## config.mk

```make
export PLATFORM = sky130hd
export DESIGN_NAME = video_dither_pipe
export DESIGN_NICKNAME = d
export VERILOG_FILES = /design/src/rtl/video_dither_pkg.sv /design/src/rtl/video_dither_channel.sv /design/src/rtl/video_dither_pipe.sv
export SDC_FILE = /design/constraint.sdc
export NUM_CORES = 1
export LEC_CHECK = 0
export ABC_AREA = 1
export CAP_MARGIN = 20
export CORE_UTILIZATION = 30
export CTS_BUF_LIST = sky130_fd_sc_hd__clkbuf_16
export DETAILED_ROUTE_END_ITERATION = 8
export SETUP_SLACK_MARGIN = 0.4
export SYNTH_ARGS = -nofsm -noshare
export SYNTH_HDL_FRONTEND = slang
export SYNTH_HIERARCHICAL = 1
export SYNTH_SLANG_ARGS = --single-unit
```

## constraint.sdc

```tcl
create_clock -name clk -period 2.7 [get_ports clk]
set_clock_uncertainty 0.2 [all_clocks]
set_input_delay 0.54 -clock clk [delete_from_list [all_inputs] [get_ports clk]]
set_output_delay 0.54 -clock clk [all_outputs]
set_load 0.005 [all_outputs]
```

## src/rtl/video_dither_pkg.sv

```systemverilog
// Shared types and helpers for the video output ditherer: channel indexing
// and the saturating add used by stage 1 of every colour channel.
package video_dither_pkg;

  localparam int NUM_CH   = 3;
  localparam int MAX_BITS = 16;
  localparam int SUM_BITS = MAX_BITS + 1;

  typedef enum logic [1:0] {
    CH_R = 2'd0,
    CH_G = 2'd1,
    CH_B = 2'd2
  } ch_e;

  // Adds pixel and carried error, clamping at the all-ones value of a
  // 'bits'-wide channel so a bright pixel plus error never wraps to dark.
  function automatic logic [MAX_BITS-1:0] sat_add(input logic [MAX_BITS-1:0] a,
                                                  input logic [MAX_BITS-1:0] b,
                                                  input int bits);
    logic [SUM_BITS-1:0] s;
    logic [SUM_BITS-1:0] lim;
    s   = {1'b0, a} + {1'b0, b};
    lim = (SUM_BITS'(1) << bits) - SUM_BITS'(1);
    return (s > lim) ? lim[MAX_BITS-1:0] : s[MAX_BITS-1:0];
  endfunction

endpackage

```

## src/rtl/video_dither_channel.sv

```systemverilog
// One colour channel of the ditherer: stage-1 sum register with error
// feedback, and the stage-2 truncating output register.
module video_dither_channel
  import video_dither_pkg::*;
#(
  parameter int INBITS  = 8,
  parameter int OUTBITS = 4
) (
  input  logic                        clk,
  input  logic                        reset,
  input  logic [INBITS-1:0]           din,
  input  logic                        vid_ena,
  input  logic                        act1,
  input  logic                        bypass,
  input  logic [INBITS-OUTBITS-1:0]   seed,
  output logic [OUTBITS-1:0]          dout
);

  localparam int F = INBITS - OUTBITS;

  logic [INBITS-1:0] s1;
  logic [INBITS-1:0] sum;
  logic [F-1:0]      err;

  // act1 is the registered vid_ena, so vid_ena & ~act1 marks the line start.
  always_comb begin
    err = '0;
    if (vid_ena) begin
      err = act1 ? s1[F-1:0] : seed;
    end
    sum = bypass ? din
                 : INBITS'(sat_add(MAX_BITS'(din), MAX_BITS'(err), INBITS));
  end

  always_ff @(posedge clk or posedge reset) begin
    if (reset) begin
      s1   <= '0;
      dout <= '0;
    end else begin
      s1   <= sum;
      dout <= act1 ? s1[INBITS-1:F] : '0;
    end
  end

endmodule

```

## src/rtl/video_dither_pipe.sv

```systemverilog
// Two-stage RGB ditherer with line-alternating error-diffusion seed.
// Define TEMPORAL_DITHER_EN to also alternate the seed pattern every frame.
module video_dither_pipe
  import video_dither_pkg::*;
#(
  parameter int INBITS  = 8,
  parameter int OUTBITS = 4
) (
  input  logic               clk,
  input  logic               reset,
  input  logic               bypass,
  input  logic               hsync,
  input  logic               vsync,
  input  logic               vid_ena,
  input  logic [INBITS-1:0]  iRed,
  input  logic [INBITS-1:0]  iGreen,
  input  logic [INBITS-1:0]  iBlue,
  output logic [OUTBITS-1:0] oRed,
  output logic [OUTBITS-1:0] oGreen,
  output logic [OUTBITS-1:0] oBlue,
  output logic               oHsync,
  output logic               oVsync,
  output logic               oVid_ena
);

  localparam int F = INBITS - OUTBITS;
  localparam logic [F-1:0] HALF = F'(1) << (F - 1);

  logic ena_d1, ena_d2;
  logic hs_d1, hs_d2;
  logic vs_d1, vs_d2;
  logic line_par;
  logic par;
  logic vs_rise, ena_fall;
  logic [F-1:0] seed;

  logic [INBITS-1:0]  din  [NUM_CH];
  logic [OUTBITS-1:0] dout [NUM_CH];

  assign din[CH_R] = iRed;
  assign din[CH_G] = iGreen;
  assign din[CH_B] = iBlue;

  assign vs_rise  = vsync & ~vs_d1;
  assign ena_fall = ~vid_ena & ena_d1;

`ifdef TEMPORAL_DITHER_EN
  logic frame_par;

  always_ff @(posedge clk or posedge reset) begin
    if (reset) begin
      frame_par <= 1'b0;
    end else if (vs_rise) begin
      frame_par <= ~frame_par;
    end
  end

  assign par = line_par ^ frame_par;
`else
  assign par = line_par;
`endif

  assign seed = par ? HALF : '0;

  // vsync clear takes priority over a coincident end-of-line toggle.
  always_ff @(posedge clk or posedge reset) begin
    if (reset) begin
      line_par <= 1'b0;
    end else if (vs_rise) begin
      line_par <= 1'b0;
    end else if (ena_fall) begin
      line_par <= ~line_par;
    end
  end

  always_ff @(posedge clk or posedge reset) begin
    if (reset) begin
      ena_d1 <= 1'b0;
      ena_d2 <= 1'b0;
      hs_d1  <= 1'b0;
      hs_d2  <= 1'b0;
      vs_d1  <= 1'b0;
      vs_d2  <= 1'b0;
    end else begin
      ena_d1 <= vid_ena;
      ena_d2 <= ena_d1;
      hs_d1  <= hsync;
      hs_d2  <= hs_d1;
      vs_d1  <= vsync;
      vs_d2  <= vs_d1;
    end
  end

  for (genvar g = 0; g < NUM_CH; g++) begin : g_ch
    video_dither_channel #(
      .INBITS (INBITS),
      .OUTBITS(OUTBITS)
    ) u_ch (
      .clk    (clk),
      .reset  (reset),
      .din    (din[g]),
      .vid_ena(vid_ena),
      .act1   (ena_d1),
      .bypass (bypass),
      .seed   (seed),
      .dout   (dout[g])
    );
  end

  assign oRed     = dout[CH_R];
  assign oGreen   = dout[CH_G];
  assign oBlue    = dout[CH_B];
  assign oHsync   = hs_d2;
  assign oVsync   = vs_d2;
  assign oVid_ena = ena_d2;

endmodule

```

* Word-level counts from Yosys, hierarchy flattened
Cells that the tools add are included.
** Word-level totals
- Register bits :: 43
- Input bits :: 30
- Word-level logic and storage cells :: 43
** Cells by class
- Add/sub/neg operators :: 3
- Magnitude comparators :: 3
- Multiplexer cells :: 18
- Bitwise logic cells :: 5
- Reductions and logical operators :: 1
** Operator list (count)
- $mux W8 :: 6
- $mux W4 :: 10
- $add A8 B4 Y9 :: 3
- $gt A9 B8 Y1 const B :: 3
- $not A1 Y1 :: 3
- $and A1 B1 Y1 :: 2
- $mux W1 :: 2
- $reduce_bool A2 Y1 :: 1

* Depth between registers and ports, before layout
Gate-level depths: netlist (run 1).
- Depth in word-level cells :: 7
- Depth in mapped cells :: 13

* Modules after synthesis
The synthesis (run 1) kept the hierarchy.
** Modules (own cells, without submodules)
- video_dither_channel :: times used 3, cells each 99, area an instance 747.0 um^2
- video_dither_pipe :: times used 1, cells each 16, area an instance 216.5 um^2

* Least setup slack after synthesis (run 1)
No wires, ideal clock.
- Kind :: reg-to-reg
- Start :: register ena_d1
- End :: register g_ch[0].u_ch.s1[6]
- Setup time :: 128 ps
- Arrival :: 1870 ps
- Required time :: 2372 ps
- Path slack :: 503 ps
- Cell stages (with the launch flop) :: 13
- Path buffers :: 1
- Period minus slack after synthesis :: 2197 ps
- Cell sequence :: dfrtp_1 -> clkbuf_1 -> inv_1 -> nor2_1 -> nor2_1 -> ha_1 -> fa_1 -> nand3_2 -> nand2_2 -> nand2_2 -> nor2_1 -> o21ai_1 -> o21ai_0
** Between the ends
- Longest elaborated chain between the ends :: 6
** RTL lines
- start: declaration :: RTL line video_dither_pipe.sv:29 : logic ena_d1, ena_d2;
- start signal: assignment :: RTL line video_dither_pipe.sv:85 : ena_d1 <= vid_ena;
- $mux W4 (*) :: RTL line video_dither_channel.sv:29 : err = act1 ? s1[F-1:0] : seed;
- $mux W4 (*) :: RTL line video_dither_channel.sv:28 : if (vid_ena) begin
- $add A8 B4 Y9 (*) :: RTL line video_dither_pkg.sv:22 : s = {1'b0, a} + {1'b0, b};
- $gt A9 B8 Y1 :: RTL line video_dither_pkg.sv:24 : return (s > lim) ? lim[MAX_BITS-1:0] : s[MAX_BITS-1:0];
- $mux W8 (*) :: RTL line video_dither_pkg.sv:24
- $mux W8 (*) :: RTL line video_dither_channel.sv:31 : sum = bypass ? din
- net g_ch[0].u_ch.sum[6] :: RTL line video_dither_channel.sv:22 : logic [INBITS-1:0] sum;
- end signal: assignment :: RTL line video_dither_channel.sv:40 : s1 <= sum;
- end: declaration :: RTL line video_dither_channel.sv:21 : logic [INBITS-1:0] s1;
The timed path passes the listed nets; every way through them passes the cells marked *.
A chain may end at the register's enable or synchronous reset.

* Worst setup path after layout (run 1)
Ends and elaborated chain as after synthesis.

==> qor.txt, run 1 <==
Status = completed
All-Layer GR Usage = 13.0%
NetSw = 434 uW
ANT cells = 0
Grt total ovfl = 0
Mux contribution to synthesized area = 0%
Synth Area in Adders = 8.55%
Top-area cell type share of the netlist area = 43.8%
Post-route cell area = 0.00333 mm^2
Core ar. = 0.00781 mm^2
Seq/Total Area, Yosys = 43.8%
Int Power = 1290 uW
Max FO, Critical Path = 10
Slowest stage delay, CP = 0.44 ns
Busiest layer in global routing = met2
Final critical-path share of the clock period = 79.9%
Cts hold-fix bufs = 0
Area grow syn2layout = 35.4%
NumNets Final = 425
Post-DP HPWL = 3.87 mm
CP bufs+invs = 1
Clk pwr share = 38.3%
PD cells = 520 mW/mm^2
DRT Wirelength = 5.09 mm
Hold WC Path Type = reg -> reg
Yosys cell types = 20
Compound-cell area share of the yosys netlist = 8.15%
CTS H-tree lvls = 2
Yosys reg bits = 43
Maximum root-to-sink buffer count = 2
Main flop type after synthesis = dfrtp_1
Design Power = 1730 uW
Cell-by-cell trace of the critical path = buf_4, o21ai_1, nor2_1, ha_1, fa_2, nand3_2, nand2_2, nand2_2, nor2_1, o21ai_1, o21ai_0
Area leader, netlist = dfrtp_1
Largest net degree at the start of global routing = 21
Vias/cell = 4.48
FP Rows = 32
IO buf count = 44
Tmin final = 2.16 ns
Critical-path top delay cell = dfrtp_2
DIE AREA = 0.00856 mm^2
Total CTS buffers = 5
CTS sink cnt = 43
Vias in the first global route = 2126
Clock slew at reported path FFs = 0.06 ns
Initial core utilization = 31.5%
Setup crit end kind = flop
DR iter-0 viols = 81
Max Slew Vio Count = 0
Die Y = 92.5 um
Multi-input gate area = 0.00128 mm^2
Met1 Resource Use GR = 16.3%
First-pass GRT wire length = 9.00 mm
GR Util met2 = 22.8%
Leak = 0.00169 uW
Cell Area, Placed = 0.00308 mm^2
Antenna-violating nets left = 0
Fmax = 464 MHz
Sequential share of power = 41.5%
RSZ-0062 raised after global routing = false
Share of cells above drive strength 1 = 13.6%
WL/cell = 10.5 um
Final setup fails = 0
Die width = 92.5 um
M3 GR Usage = 2.46%
Clock latency on the worst-skew pair = 0.27 ns
EDFF count, synth = 0
Setup CP Type = reg -> reg
Yosys warning count = 6
Synth Area in Simple Gates = 32.9%
Main combinational cell family by area after synthesis = simple AND/OR/NAND/NOR gates
Worst EP arrival = 2.12 ns
Gate power share = 20.2%
Initial antenna violation count = 0
Switching Share = 25.1%
# IOs = 45
Most numerous cell in the Yosys netlist = nand2_1
Setup TNS = 0 ns
Cells after synthesis = 313
Max Cap Violations = 0
VDD IR-drop max = 252 uV
Cell family with most CP delay = adder cells
DRC Markers = 0
Clock Root Buffer = clkbuf_16
Share of async-settable or async-resettable flops after synthesis = 100%
DRT Pass-1 Iters = 4
Register area = 0.00108 mm^2
Fill count = 790
Synthesized area per cell = 7.85 um^2
TritonCTS clock tree = yes
Top cells by area, synth = dfrtp_1 44%, nand2_1 11%, nor2_1 7.5%
Kind of start point of the critical path = flop
Vias = 2162
Final hold violation count = 0
Worst Path Required = 2.66 ns
Synth Cell Area = 0.00246 mm^2
Synth top cells by count = 74 x nand2_1, 49 x nor2_1, 43 x dfrtp_1
Xor and xnor fraction of the mapped netlist area = 0%
RePlAce Congestion = 0.823
-- cell families after synthesis --
group,after synthesis
other,1
AND/OR/NAND/NOR,172
buffers and inverters,42
flip-flops,43
adder cells (fa/ha/maj),15
AO/OA/AOI/OAI,40
-- final cells by class --
type | count | share of cell area [%]
multi-input combinational | 236 | 38.5
sequential | 43 | 32.4
inverter | 39 | 4.40
timing repair buffer | 55 | 15.8
clock inverter | 3 | 1.32
clock buffer | 5 | 3.76
tap | 102 | 3.84
-- cells in the final DEF (no fill, tap or decap), drive strengths merged, types with 5 or more instances in the layout --
master          n
a21oi          10
nor2           52
dfrtp          43
buf            11
inv            39
nand3          25
clkdlybuf4s50  43
nand2          80
conb            9
ha             12
nand4           9
o21ai          30
clkbuf          5
-- routing by layer --
| metal | part of all wire, % | vias up |
|---|---|---|
| li1 | - | 1128 |
| met1 | 48 | 992 |
| met2 | 48 | 38 |
| met3 | 3.5 | 4 |
| met4 | 0.83 | 0 |
| met5 | 0 | - |
-- state kept, by name, summed over array words and instances (netlist names) --
register,cells
g_ch.u_ch/s1,24
g_ch.u_ch/dout,12
ena_d1,1
hs_d1,1
line_par,1
oHsync,1
oVid_ena,1
oVsync,1
vs_d1,1
-- through the flow --
step / std cells / utilization (%) / hold WS (ns) / worst slack, ns
after detailed placement: 469 / 39.5 / 0.152 / 0.000429
final: 483 / 42.6 / 0.159 / 0.544
after floorplan: 321 / - / 0.131 / 0.503
after global placement: 469 / 39.5 / 0.131 / 0.0158
after global routing: 483 / 42.6 / 0.165 / 0.397
after CTS: 478 / 42.1 / 0.164 / 0.490
-- path summary, 6_finish.rpt --
kind | startpoint | slack (ns) | to | cells past startpoint
max in group asynchronous | reset | 1.49 | g_ch[1].u_ch/s1[2]$_DFF_PP0_ | 2
worst min-delay path | hs_d1$_DFF_PP0_ | 0.16 | oHsync$_DFF_PP0_ | 0
worst min register to register | hs_d1$_DFF_PP0_ | 0.16 | oHsync$_DFF_PP0_ | 0
worst max-delay path | ena_d1$_DFF_PP0_ | 0.54 | g_ch[0].u_ch/s1[6]$_DFF_PP0_ | 11
min in group asynchronous | reset | 0.43 | line_par$_DFFE_PP0P_ | 2
worst max register to register | ena_d1$_DFF_PP0_ | 0.54 | g_ch[0].u_ch/s1[6]$_DFF_PP0_ | 11
-- power groups by stage --
stage               Combinational, uW  Clock [uW]  Sequential [uW]
finish                            349         663              717
CTS                               337         684              719
detailed placement                329           0              730
global route                      398         716              722
floorplan                         194           0              727
global placement                  325           0              730
-- repair_timing --
item,CTS,global route
hold endpoints to repair,0,0
setup buffers,0,5
pin swaps,3,3
gates cloned,1,0
endpoints found under the setup margin,24,15
gates resized for setup,10,6
(Power assumes the default switching activity.)
==> run 2: changes to the inputs <==
==> constraint.sdc (replaced) <==
create_clock -name clk -period 1.9 [get_ports clk]
set_clock_uncertainty 0.2 [all_clocks]
set_input_delay 0.38 -clock clk [delete_from_list [all_inputs] [get_ports clk]]
set_output_delay 0.38 -clock clk [all_outputs]
set_load 0.005 [all_outputs]
==> run 2 against run 1 <==
The run now ends with negative setup slack left. Sequential power grew 42%. Power up 62%. Hold slack got worse by 0.0057 ns. First-iteration DRC count is 19% lower. Count of clock-buffer cells in the layout unchanged. Wire length rose by 14%. Utilization grew 6.7 points. Setup slack lost 0.75 ns. Critical endpoint is now g_ch[1].u_ch/s1[7]$_DFF_PP0_. Largest cell class unchanged. Largest power group is now clock.
==> qor.txt, run 2 (synthesis results as in run 1) <==
Status = finished with violations
Failing checks = negative setup slack
Max FO, Critical Path = 5 (-5)
Hold WC Path Type = reg -> reg
# IOs = 45 (unchanged)
Grt total ovfl = 0 (unchanged)
Clock Root Buffer = clkbuf_16
Largest regs = g_ch.u_ch/s1 x24, g_ch.u_ch/dout x12
Core ar. = 0.00781 mm^2 (unchanged)
Vias/cell = 4.62 (+3.2%)
Share of cells above drive strength 1 = 33.0% (+19 points)
First-pass GRT wire length = 9.60 mm (+6.6%)
DR iter-0 viols = 66 (-19%)
TritonCTS clock tree = yes
Sequential share of power = 36.5% (-5.0 points)
Initial core utilization = 31.5% (unchanged)
Cts hold-fix bufs = 0 (unchanged)
Max Cap Violations = 0 (unchanged)
DRT Wirelength = 5.82 mm (+14%)
Worst Path Required = 1.88 ns (-0.78 ns)
Final setup fails = 24 (+24)
Die width = 92.5 um (unchanged)
DRT Pass-1 Iters = 4 (unchanged)
CTS H-tree lvls = 2 (unchanged)
Initial antenna violation count = 0 (unchanged)
PD cells = 729 mW/mm^2 (+40%)
Area grow syn2layout = 56.6%
Int Power = 2070 uW (+60%)
DRC Markers = 0 (unchanged)
WL/cell = 11.5 um (+9.5%)
Clock slew at reported path FFs = 0.06 ns (about the same)
Clock latency on the worst-skew pair = 0.28 ns (about the same)
Switching Share = 26.2% (+1.0 points)
Post-DP HPWL = 4.08 mm (+5.5%)
Commonest non-fill, non-tap cells in the layout = 68 x nand2_1, 42 x dfrtp_1, 33 x inv_1
Clk pwr share = 39.7% (+1.4 points)
RSZ-0062 raised after global routing = true
Kind of start point of the critical path = flop
Final critical-path share of the clock period = 111% (+31 points)
CTS sink cnt = 43 (unchanged)
IO buf count = 44 (unchanged)
Setup CP Type = reg -> reg
Worst EP arrival = 2.08 ns (-0.04 ns)
Most flops, register = g_ch.u_ch/s1
Total CTS buffers = 5 (unchanged)
Register area = 0.00108 mm^2 (unchanged)
Tmin final = 2.10 ns (-0.0545 ns)
DIE AREA = 0.00856 mm^2 (unchanged)
Final hold violation count = 0 (unchanged)
VDD IR-drop max = 390 uV (+55%)
Largest net degree at the start of global routing = 22 (+4.8%)
Setup crit end kind = flop
RePlAce Congestion = 0.817 (-0.75%)
All-Layer GR Usage = 14.1% (+1.0 points)
Die Y = 92.5 um (unchanged)
Multi-input gate area = 0.00158 mm^2 (+24%)
Fill count = 727 (-8.0%)
Max Slew Vio Count = 0 (unchanged)
Most common cell after layout, fill and taps aside = nand2_1
Leak = 0.00192 uW (+14%)
Vias in the first global route = 2237 (+5.2%)
Setup slack after layout = -0.202 ns (-0.745 ns)
Worst slack, placed = -0.597 ns (-0.598 ns)
Max FFs per register = 24 (unchanged)
Maximum root-to-sink buffer count = 2 (unchanged)
Design Power = 2810 uW (+62%)
Fmax = 476 MHz (+2.6%)
Antenna-violating nets left = 0 (unchanged)
Gate power share = 23.8% (+3.6 points)
ANT cells = 0 (unchanged)
NumNets Final = 447 (+5.2%)
NetSw = 734 uW (+69%)
FP Rows = 32 (unchanged)
Vias = 2332 (+7.9%)
## run 2: changes by cell type in the layout (fill, tap and decap cells not counted), sizes merged
| cell | change |
|---|---|
| buf | +22 |
| clkdlybuf4s50 | -15 |
| clkdlybuf4s15 | +8 |
| dlygate4sd2 | +7 |
| clkinv | -2 |
| bufinv | +1 |
| inv | +1 |
## run 2: power by group through the flow
stage          clock network (uW)  logic [uW]  registers (uW)
6_report                     1110         667            1020
3_5_place_dp                    0         530            1030
2_1_floorplan                   0         291            1030
4_1_cts                      1140         569            1020
5_1_grt                      1180         737            1030
3_3_place_gp                    0         518            1030
## run 2: path summary, 6_finish.rpt
path	start	endpoint	slack, ns	depth (start not counted)
worst max-delay path	ena_d1$_DFF_PP0_	g_ch[1].u_ch/s1[7]$_DFF_PP0_	-0.20	11
worst min-delay path	hs_d1$_DFF_PP0_	oHsync$_DFF_PP0_	0.15	0
worst max register to register	ena_d1$_DFF_PP0_	g_ch[1].u_ch/s1[7]$_DFF_PP0_	-0.20	11
worst min register to register	hs_d1$_DFF_PP0_	oHsync$_DFF_PP0_	0.15	0
max in group asynchronous	reset	g_ch[0].u_ch/s1[6]$_DFF_PP0_	0.80	2
min in group asynchronous	reset	oVid_ena$_DFF_PP0_	0.28	2
## run 2: metrics by stage
stage / setup TNS, ns / std cells / cell area [um^2] / hold slack (ns) / utilization (%)
2_1_floorplan: -3.05 / 321 / 2540 / -0.0166 / -
3_3_place_gp: -13.73 / 487 / 3250 / 0.135 / 41.7
3_5_place_dp: -13.62 / 487 / 3250 / 0.150 / 41.7
4_1_cts: -2.54 / 501 / 3580 / 0.160 / 45.9
5_1_grt: -5.33 / 505 / 3850 / 0.162 / 49.3
6_report: -3.18 / 505 / 3850 / 0.154 / 49.3
## run 2: routing by layer
metal / share of wire [%] / vias to the layer above / track usage [%]
met3: 3.4 / 8 / 2.96
li1: - / 1177 / -
met2: 54 / 46 / 25.2
met4: 1.5 / 0 / 4.82
met1: 41 / 1101 / 16.6
met5: 0 / - / 0
## run 2: repair_timing
item,in CTS,in global routing
gates cloned,1,1
gates resized for setup,47,75
buffers inserted,5,3
setup endpoints to repair,39,31
pin swaps,13,27
## run 2: final cells by class
type	count	share of cell area, %
multi-input combinational	236	41.2
sequential	43	28.0
timing repair buffer	77	18.3
inverter	39	4.07
tap	102	3.32
clock buffer	5	3.25
clock inverter	3	1.85
## run 2: worst max-delay path: stages (launching register included)
cell     delay, ns
dfrtp_2       0.44
buf_6         0.15
o21ai_2       0.14
nor2_2        0.05
ha_2          0.18
fa_2          0.40
nand3_2       0.09
nand2_4       0.08
nand2_2       0.06
nand4_1       0.08
nand2_1       0.08
inv_1         0.03
==> run 3: changes to the inputs <==
==> constraint.sdc (replaced) <==
create_clock -name clk -period 2.5 [get_ports clk]
set_clock_uncertainty 0.2 [all_clocks]
set_input_delay 0.5 -clock clk [delete_from_list [all_inputs] [get_ports clk]]
set_output_delay 0.5 -clock clk [all_outputs]
set_load 0.005 [all_outputs]
==> run 3 against run 2 <==
The run now ends clean. Utilization decreased by 4.0 points. Register-to-register slack improved by 0.59 ns. Hold slack got worse by 0.0069 ns. Design area decreased by 8.2%. Final cell count decreased by 3.6%. Non-clock buffer count decreased by 17. Global-route usage decreased by 0.38 points. Combinational power decreased by 35%. Sequential power decreased by 24%. Fmax decreased by 0.48%.
==> qor.txt, run 3 (synthesis results as in run 1) <==
Gate power share = 22.9% (-0.9 points)
All-Layer GR Usage = 13.7% (-0.38 points)
Slowest stage delay, CP = 0.41 ns (-0.03 ns)
Leak = 0.00176 uW (-8.3%)
Grt total ovfl = 0 (unchanged)
Clk pwr share = 36.4% (-3.3 points)
Post-DP HPWL = 3.92 mm (-4.0%)
Vias/cell = 4.46 (-3.3%)
Die Y = 92.5 um (unchanged)
Int Power = 1420 uW (-31%)
DIE AREA = 0.00856 mm^2 (unchanged)
Fmax = 474 MHz (-0.48%)
IO buf count = 44 (unchanged)
TritonCTS clock tree = yes
# IOs = 45 (unchanged)
Slew margin rel. = 63.8%
RSZ-0062 raised after global routing = true
Initial antenna violation count = 0 (unchanged)
WL/cell = 10.9 um (-5.8%)
Tmin final = 2.11 ns (+0.0102 ns)
DRT Pass-1 Iters = 4 (unchanged)
FP Rows = 32 (unchanged)
Initial core utilization = 31.5% (unchanged)
NumNets Final = 430 (-3.8%)
DR iter-0 viols = 49 (-26%)
Commonest non-fill, non-tap cells in the layout = 70 x nand2_1, 43 x clkdlybuf4s50_1, 42 x dfrtp_1
Most flops, register = g_ch.u_ch/s1
Final setup fails = 0 (-100%)
Cell Area, Placed = 0.00311 mm^2 (-4.3%)
Vias = 2174 (-6.8%)
DRT Wirelength = 5.29 mm (-9.1%)
Share of cells above drive strength 1 = 22.9% (-10 points)
Final critical-path share of the clock period = 84.5% (-26 points)
Post-route cell area = 0.00353 mm^2 (-8.2%)
PD cells = 540 mW/mm^2 (-26%)
Critical-path top delay cell = dfrtp_2
Core ar. = 0.00781 mm^2 (unchanged)
Largest net degree at the start of global routing = 13 (-41%)
Clock latency on the worst-skew pair = 0.28 ns (about the same)
Switching Share = 25.4% (-0.73 points)
Largest regs = g_ch.u_ch/s1 x24, g_ch.u_ch/dout x12
Cts hold-fix bufs = 0 (unchanged)
Antenna-violating nets left = 0 (unchanged)
Worst-Margin Slew = 0.541 ns
DRC Markers = 0 (unchanged)
Final hold violation count = 0 (unchanged)
Setup TNS = 0 ns (+3.18 ns)
Kind of start point of the critical path = flop
Worst Path Required = 2.46 ns (+0.58 ns)
RePlAce Congestion = 0.796 (-2.6%)
First-pass GRT wire length = 9.23 mm (-3.9%)
Clock slew at reported path FFs = 0.06 ns (about the same)
ANT cells = 0 (unchanged)
Worst EP arrival = 2.07 ns (about the same)
Die width = 92.5 um (unchanged)
Vias in the first global route = 2032 (-9.2%)
Area grow syn2layout = 43.8%
Clock Root Buffer = clkbuf_16
Hold_ws = 0.147 ns (-0.00688 ns)
CTS H-tree lvls = 2 (unchanged)
Max Cap Violations = 0 (unchanged)
Max Slew Vio Count = 0 (unchanged)
VDD IR-drop max = 280 uV (-28%)
Max FFs per register = 24 (unchanged)
Design Power = 1910 uW (-32%)
Status = completed
Total CTS buffers = 5 (unchanged)
Maximum root-to-sink buffer count = 2 (unchanged)
CTS sink cnt = 43 (unchanged)
Setup crit end kind = flop
Max FO, Critical Path = 6 (+1)
Setup CP Type = reg -> reg
Cell-by-cell trace of the critical path = buf_6, inv_4, nor2_2, nor2_1, ha_2, fa_2, nand3_2, nand2_4, nand2_4, nor2_2, o21ai_1, o21ai_1
NetSw = 485 uW (-34%)
Most common cell after layout, fill and taps aside = nand2_1
Hold WC Path Type = reg -> reg
Fill count = 756 (+4.0%)
Sequential share of power = 40.7% (+4.2 points)
==> run 3: cell types whose count changed in the layout (fill, tap and decap cells not counted), sizes merged <==
cell,before,now
bufinv,2,1
clkdlybuf4s50,28,43
clkdlybuf4s15,8,1
buf,33,16
dlygate4sd2,8,0
==> run 3: cell type report <==
type / count / area, um^2 / area share, %
clock buffer: 5 / 125 / 3.54
clock inverter: 2 / 33.8 / 0.956
inverter: 39 / 149 / 4.21
multi-input combinational: 236 / 1450 / 41.1
sequential: 43 / 1080 / 30.5
tap: 102 / 128 / 3.61
timing repair buffer: 60 / 568 / 16.1
==> run 3: what timing repair did <==
item / CTS / global route
endpoints found under the setup margin: 24 / 24
gates resized for setup: 26 / 44
cloned: 1 / 0
pin swaps: 11 / 9
buffers inserted: 3 / 3
hold endpoints to repair: 0 / 0
==> run 3: power groups by stage <==
| stage | Combinational, uW | Sequential (uW) | Clock [uW] |
|---|---|---|---|
| floorplan | 211 | 785 | 0 |
| global placement | 359 | 788 | 0 |
| finish | 436 | 776 | 695 |
| detailed placement | 366 | 788 | 0 |
| CTS | 393 | 775 | 712 |
| global route | 490 | 782 | 755 |
==> run 3: layer usage <==
metal	up-vias	global-route usage, %	part of all wire [%]
met2	38	23.5	50
met5	-	0	0
met3	5	3.69	3.6
met1	986	16.9	45
li1	1145	-	-
met4	0	3.52	0.81
==> run 3: worst paths after layout <==
check	startpoint	endpoint	slack, ns	cells after the start
setup / recovery	ena_d1$_DFF_PP0_	g_ch[2].u_ch/s1[6]$_DFF_PP0_	0.39	12
hold / removal	hs_d1$_DFF_PP0_	oHsync$_DFF_PP0_	0.15	0
setup reg to reg	ena_d1$_DFF_PP0_	g_ch[2].u_ch/s1[6]$_DFF_PP0_	0.39	12
hold reg to reg	hs_d1$_DFF_PP0_	oHsync$_DFF_PP0_	0.15	0
max in group asynchronous	reset	g_ch[0].u_ch/dout[1]$_DFF_PP0_	1.31	2
min in group asynchronous	reset	oVid_ena$_DFF_PP0_	0.39	2
==> run 3: critical path: cells and delay by family (launching register included) <==
family          cells  cell delay, ns
buf+inv             2            0.18
simple gates        6            0.45
compound gates      2            0.13
fa+ha+maj           2            0.61
flops               1            0.41
==> run 3: through the flow <==
stage | instances | utilization (%) | worst slack [ns]
6_report | 487 | 45.3 | 0.388
2_1_floorplan | 321 | - | 0.388
5_1_grt | 487 | 45.3 | 0.267
3_3_place_gp | 473 | 39.9 | -0.138
3_5_place_dp | 473 | 39.9 | -0.145
4_1_cts | 484 | 43.1 | 0.398
